`src/rtl/add_seq32_pkg.sv`:
```
// add_seq32_pkg
// Shared encodings for the nibble-serial add/subtract block and its slice.
//   state_e : FSM state encodings (IDLE, RUN, DONE)
//   op_e    : operation select encodings (ADD, SUB)
//   NIB_W   : width of the adder slice in bits
package add_seq32_pkg;

  localparam int NIB_W = 4;

  typedef enum logic [1:0] {
    IDLE = 2'd0,
    RUN  = 2'd1,
    DONE = 2'd2
  } state_e;

  typedef enum logic {
    ADD = 1'b0,
    SUB = 1'b1
  } op_e;

endpackage

```
`src/rtl/cla4.sv`:
```
// cla4
// Combinational 4-bit carry look-ahead adder slice.
// Ports:
//   a, b : 4-bit addends
//   ci   : carry in
//   s    : 4-bit sum
//   co   : carry out of bit 3
module cla4 (
  input  logic [3:0] a,
  input  logic [3:0] b,
  input  logic       ci,
  output logic [3:0] s,
  output logic       co
);

  logic [3:0] g;
  logic [3:0] p;
  logic [4:0] c;

  assign g = a & b;
  assign p = a ^ b;

  // All carries are flattened from generate/propagate terms, so no carry
  // ripples through the slice.
  assign c[0] = ci;
  assign c[1] = g[0] | (p[0] & ci);
  assign c[2] = g[1] | (p[1] & g[0]) | (p[1] & p[0] & ci);
  assign c[3] = g[2] | (p[2] & g[1]) | (p[2] & p[1] & g[0])
              | (p[2] & p[1] & p[0] & ci);
  assign c[4] = g[3] | (p[3] & g[2]) | (p[3] & p[2] & g[1])
              | (p[3] & p[2] & p[1] & g[0]) | (p[3] & p[2] & p[1] & p[0] & ci);

  assign s  = p ^ c[3:0];
  assign co = c[4];

endmodule

```
`src/rtl/add_seq32.sv`:
```
// add_seq32
// Nibble-serial WIDTH-bit add/subtract built around a single cla4 slice.
// One nibble is processed per clock, LSB nibble first, so an operation
// takes WIDTH/4 RUN cycles followed by a one-cycle DONE.
// Ports:
//   clk    : clock, all state changes on its rising edge
//   reset  : synchronous active-high reset
//   start  : request pulse, only honoured in IDLE or DONE
//   op     : 0 = a+b, 1 = a-b (sampled with start)
//   a, b   : operands (sampled with start)
//   busy   : high while in RUN
//   done   : one-cycle pulse, result/co/ovf valid
//   result : sum or difference
//   co     : carry out of MSB (subtract: 1 = no borrow)
//   ovf    : two's-complement signed overflow
//
// state | meaning
// IDLE  | waiting for start, outputs hold last result
// RUN   | one nibble per cycle through the slice
// DONE  | done pulse; start here launches the next operation
module add_seq32
  import add_seq32_pkg::*;
#(
  parameter int WIDTH = 32
) (
  input  logic             clk,
  input  logic             reset,
  input  logic             start,
  input  logic             op,
  input  logic [WIDTH-1:0] a,
  input  logic [WIDTH-1:0] b,
  output logic             busy,
  output logic             done,
  output logic [WIDTH-1:0] result,
  output logic             co,
  output logic             ovf
);

  localparam int N  = WIDTH / NIB_W;
  localparam int CW = (N > 1) ? $clog2(N) : 1;
  localparam logic [CW-1:0] LAST_CNT = CW'(N - 1);

  state_e           state;
  logic [WIDTH-1:0] a_reg;
  logic [WIDTH-1:0] b_reg;
  logic             carry;
  logic [CW-1:0]    cnt;
  logic             snap_a;
  logic             snap_b;
  logic [3:0]       sum_nib;
  logic             slice_co;
  logic [WIDTH-1:0] b_eff;
  logic             is_sub;
  logic             last_nib;
  logic             ovf_next;

  // Subtraction is a + ~b + 1: invert b here and seed the carry with 1.
  assign is_sub   = (op == SUB);
  assign b_eff    = is_sub ? ~b : b;
  assign last_nib = (cnt == LAST_CNT);
  // The final sum nibble's top bit becomes result[WIDTH-1].
  assign ovf_next = (snap_a == snap_b) && (sum_nib[3] != snap_a);

  cla4 u_cla4 (
    .a  (a_reg[3:0]),
    .b  (b_reg[3:0]),
    .ci (carry),
    .s  (sum_nib),
    .co (slice_co)
  );

  always_ff @(posedge clk) begin
    if (reset) begin
      state  <= IDLE;
      busy   <= 1'b0;
      done   <= 1'b0;
      result <= '0;
      co     <= 1'b0;
      ovf    <= 1'b0;
      a_reg  <= '0;
      b_reg  <= '0;
      carry  <= 1'b0;
      cnt    <= '0;
      snap_a <= 1'b0;
      snap_b <= 1'b0;
    end else begin
      case (state)
        IDLE: begin
          if (start) begin
            state  <= RUN;
            busy   <= 1'b1;
            a_reg  <= a;
            b_reg  <= b_eff;
            carry  <= is_sub;
            cnt    <= '0;
            snap_a <= a[WIDTH-1];
            snap_b <= b_eff[WIDTH-1];
          end
        end

        RUN: begin
          carry  <= slice_co;
          a_reg  <= {4'b0000, a_reg[WIDTH-1:4]};
          b_reg  <= {4'b0000, b_reg[WIDTH-1:4]};
          result <= {sum_nib, result[WIDTH-1:4]};
          if (last_nib) begin
            // Counter parks at N-1 instead of wrapping.
            state <= DONE;
            busy  <= 1'b0;
            done  <= 1'b1;
            co    <= slice_co;
            ovf   <= ovf_next;
          end else begin
            cnt <= cnt + CW'(1);
          end
        end

        DONE: begin
          done <= 1'b0;
          if (start) begin
            state  <= RUN;
            busy   <= 1'b1;
            a_reg  <= a;
            b_reg  <= b_eff;
            carry  <= is_sub;
            cnt    <= '0;
            snap_a <= a[WIDTH-1];
            snap_b <= b_eff[WIDTH-1];
          end else begin
            state <= IDLE;
          end
        end

        default: begin
          state <= IDLE;
          busy  <= 1'b0;
          done  <= 1'b0;
        end
      endcase
    end
  end

endmodule

```
`config.mk`:
```
export PLATFORM = sky130hd
export DESIGN_NAME = add_seq32
export DESIGN_NICKNAME = d
export VERILOG_FILES = /design/src/rtl/add_seq32_pkg.sv /design/src/rtl/cla4.sv /design/src/rtl/add_seq32.sv
export SDC_FILE = /design/constraint.sdc
export NUM_CORES = 1
export LEC_CHECK = 0
export ABC_CLOCK_PERIOD_IN_PS = 1800
export CORE_MARGIN = 2
export CORE_UTILIZATION = 35
export DETAILED_ROUTE_END_ITERATION = 8
export GPL_ROUTABILITY_DRIVEN = 0
export GPL_TIMING_DRIVEN = 0
export PLACE_DENSITY = 0.59
export SLEW_MARGIN = 20
export SYNTH_ARGS = -nofsm -noshare
export SYNTH_HDL_FRONTEND = slang
export SYNTH_HIERARCHICAL = 1
export SYNTH_SLANG_ARGS = --single-unit
```
`constraint.sdc`:
```
create_clock -name clk -period 1.8 [get_ports clk]
set_clock_uncertainty 0.05 [all_clocks]
set_input_delay 0.54 -clock clk [delete_from_list [all_inputs] [get_ports clk]]
set_output_delay 0.54 -clock clk [all_outputs]
set_load 0.1 [all_outputs]
```
==> summary.md <==
| Metric | Value |
|---|---|
| Root buffer cell | `clkbuf_16` |
| Xor/xnor share of the synthesized area | `6.44%` |
| Post-synth EDFFs | `0` |
| Worst Path Max Fanout | `3` |
| Internal Power | `0.00415 W` |
| Yosys Warn Count | `6` |
| Main area contributors after synthesis | `dfxtp_1 45%, nor3_1 9.0%, xor2_1 6.3%` |
| CTS buffer count | `9` |
| Slew HR | `54.1%` |
| Syn nets | `610` |
| Gate power share | `19.7%` |
| Setup ws final | `37.9 ps` |
| Number of max-cap violations | `0` |
| Status | `finished clean` |
| Compound-Gate Fraction of Synth Area | `15.6%` |
| Post-CTS Setup Bufs | `0` |
| First-pass DRT Iterations | `4` |
| Switching power share of the total | `28.9%` |
| Pin count of the biggest net entering global routing | `19` |
| # clock sinks | `108` |
| Synth cell types | `28` |
| Final worst path period need | `1760 ps` |
| Ys async rst share | `0%` |
| Die width | `121 um` |
| Die outline height | `121 um` |
| Drt first-iter violations | `182` |
| Clk slew on worst S/H paths | `70 ps` |
| Peak supply drop | `0.448 mV` |
| DR vias/cell | `5.07` |
| Synthesized cell area | `0.00476 sq mm` |
| Final setup fails | `0` |
| Leak | `2.39 nW` |
| Main synth FF type | `dfxtp_1` |
| Share of cells above drive strength 1 | `16.9%` |
| Crit end category | `output port` |
| Io pins | `104` |
| Post-Synth Adder-Cell Area | `2.00%` |
| Initial antenna violation count | `0` |
| Seq pwr share | `45.9%` |
| Dpl hpwl | `9370 um` |
| CP top delay family | `buffers and inverters` |
| Most frequent cells after synthesis | `108 x dfxtp_1, 86 x nor3_1, 78 x nand2_1` |
| Post-Synth Simple-Gate Area | `18.3%` |
| Gr ovfl total | `0` |
| Switching pwr | `0.00168 W` |
| Core ar. | `0.0132 sq mm` |
| Crit path cell chain | `buf_2` |
| CP arrival | `1170 ps` |
| Hold wc startpoint | `result[3]$_SDFFE_PP0N_` |
| DR WL/cell | `15.2 um` |
| Post-synthesis mux area share | `6.10%` |
| Drt total wl | `12600 um` |
| Clock power frac | `34.5%` |
| R2r endpoint | `ovf$_SDFFE_PP0P_` |
| Vias | `4201` |
| Power density over the cells | `950 mW/mm^2` |
| Reg2Reg Setup Slack | `60 ps` |
| Fillers | `1380` |
| Total GRT Usage | `17.5%` |
| Vias in the first global route | `4091` |
| Avg Cell Area, Syn | `8.90 sq um` |
| Inserted Diodes | `0` |
| Slew Limit Fails | `0` |
| DIE AREA | `0.0145 sq mm` |
| Post-synthesis cell count | `535` |
| Final Hold Fails | `0` |
| Hold buffers post-CTS | `0` |
| Reg2Reg Depth | `6` |
| End of the worst hold path | `result[3]$_SDFFE_PP0N_` |
| Area grow syn2layout | `28.9%` |
| Seq/Total Area, Yosys | `45.4%` |
| Worst slew pin tran | `688 ps` |
| Htree depth | `3` |
| Final period util | `97.9%` |
| Critical Path RT | `1210 ps` |
| Critical-path top delay cell | `buf_2` |
| Drt drc | `0` |
| R2r startpoint | `a_reg[2]$_SDFFE_PP0P_` |
| Unrepaired setup endpoints after global routing | `false` |
| Top-area cell type share of the netlist area | `45.4%` |
| Yosys top cell by area | `dfxtp_1` |
| Global-route wire length before repair | `20300 um` |
| Critical path startpoint category | `flip-flop` |
| Most common cell in the netlist | `dfxtp_1` |
| Number of port buffers | `101` |
| Hold Crit Depth | `2` |
| Initial core utilization | `35.9%` |
| Post-synthesis register bit count | `108` |
| Clk buf depth | `2` |
| Nets | `722` |
| Final core occ | `46.3%` |
| Post-DRT Antenna Nets | `0` |
| Buf+Inv Stages, Crit Path | `1` |
| Critical path's largest stage delay | `450 ps` |
| Max Clk Rate | `568 MHz` |
| Main combinational cell family by area after synthesis | `simple AND/OR/NAND/NOR gates` |
| DP Worst Slack | `-379 ps` |
| CTS tree | `built` |
| HP Class | `flip-flop to flip-flop` |
| CP Class | `flip-flop to output port` |
| Worst-Skew Late Latency | `350 ps` |
| # rows | `42` |
worst max path at each step:
stage          depth (start not counted)                      to               startpoint
2_1_floorplan                          6        ovf$_SDFFE_PP0P_    a_reg[0]$_SDFFE_PP0P_
5_1_grt                                6        ovf$_SDFFE_PP0P_    a_reg[2]$_SDFFE_PP0P_
4_1_cts                                6  a_reg[31]$_SDFFE_PP0P_                    start
3_3_place_gp                           1              result[31]  result[31]$_SDFFE_PP0N_
6_report                               1              result[20]  result[20]$_SDFFE_PP0N_
3_5_place_dp                           5   a_reg[6]$_SDFFE_PP0P_                    start
logic make-up after synthesis:
kind of cell             after synthesis
AND/OR/NAND/NOR                      189
adder cells (fa/ha/maj)                7
XOR/XNOR                              35
AO/OA/AOI/OAI                        114
flip-flops                           108
multiplexers                          29
buffers and inverters                 53
routing by layer:
metal,vias up,global-route usage (%),routed length [um]
met3,12,3.16,605
met2,97,29.4,6010
met4,0,4.80,144
li1,2119,-,-
met1,1973,22.9,5850
met5,-,0,0
cells in the final DEF (no fill, tap or decap), drive strengths merged, types with 2 or more instances in the layout:
master,netlist,routed
a211oi,30,30
a21o,3,3
a21oi,51,51
buf,41,73
clkbuf,12,25
clkdlybuf4s50,0,65
clkinv,0,2
clkinvlp,0,3
dfxtp,108,108
ha,6,6
mux2i,29,29
nand2,78,78
nand2b,3,3
nand3,9,9
nand3b,5,5
nor2,5,5
nor2b,2,2
nor3,86,86
o22ai,28,28
xor2,34,34
cell type report:
type / instances / area, sq um / share of cell area (%)
Multi-Input combinational cell: 374 / 2320 / 37.8
Clock inverter: 7 / 75.1 / 1.22
Clock buffer: 9 / 225 / 3.67
Tap cell: 176 / 220 / 3.59
Buffer: 53 / 298 / 4.85
Sequential cell: 108 / 2160 / 35.3
Timing Repair Buffer: 101 / 836 / 13.6
metrics by stage:
step | area, sq um | cells | total power, W | setup TNS (ps) | hold WS [ps]
2_1_floorplan | 4760 | 535 | 0.00349 | 0 | 394
3_3_place_gp | 5990 | 812 | 0.00386 | -24470 | 396
3_5_place_dp | 5990 | 812 | 0.00388 | -25530 | 401
4_1_cts | 6120 | 828 | 0.00586 | 0 | 408
5_1_grt | 6140 | 828 | 0.00609 | 0 | 435
6_report | 6140 | 828 | 0.00583 | 0 | 405
repair_timing:
item | in CTS | in global routing
resized for setup | 182 | 7
cloned | 0 | 0
endpoints found under the hold margin | 0 | 0
pin swaps | 0 | 1
endpoints found under the setup margin | 38 | 26
power by group through the flow:
stage | sequential, W | combinational, W | clock [W]
after floorplan | 0.00280 | 0.000693 | 0
after global placement | 0.00272 | 0.00113 | 0
after detailed placement | 0.00273 | 0.00115 | 0
after CTS | 0.00267 | 0.00115 | 0.00204
after global routing | 0.00269 | 0.00126 | 0.00213
final | 0.00267 | 0.00115 | 0.00201
Note: power is estimated with default switching activity, not from simulation.
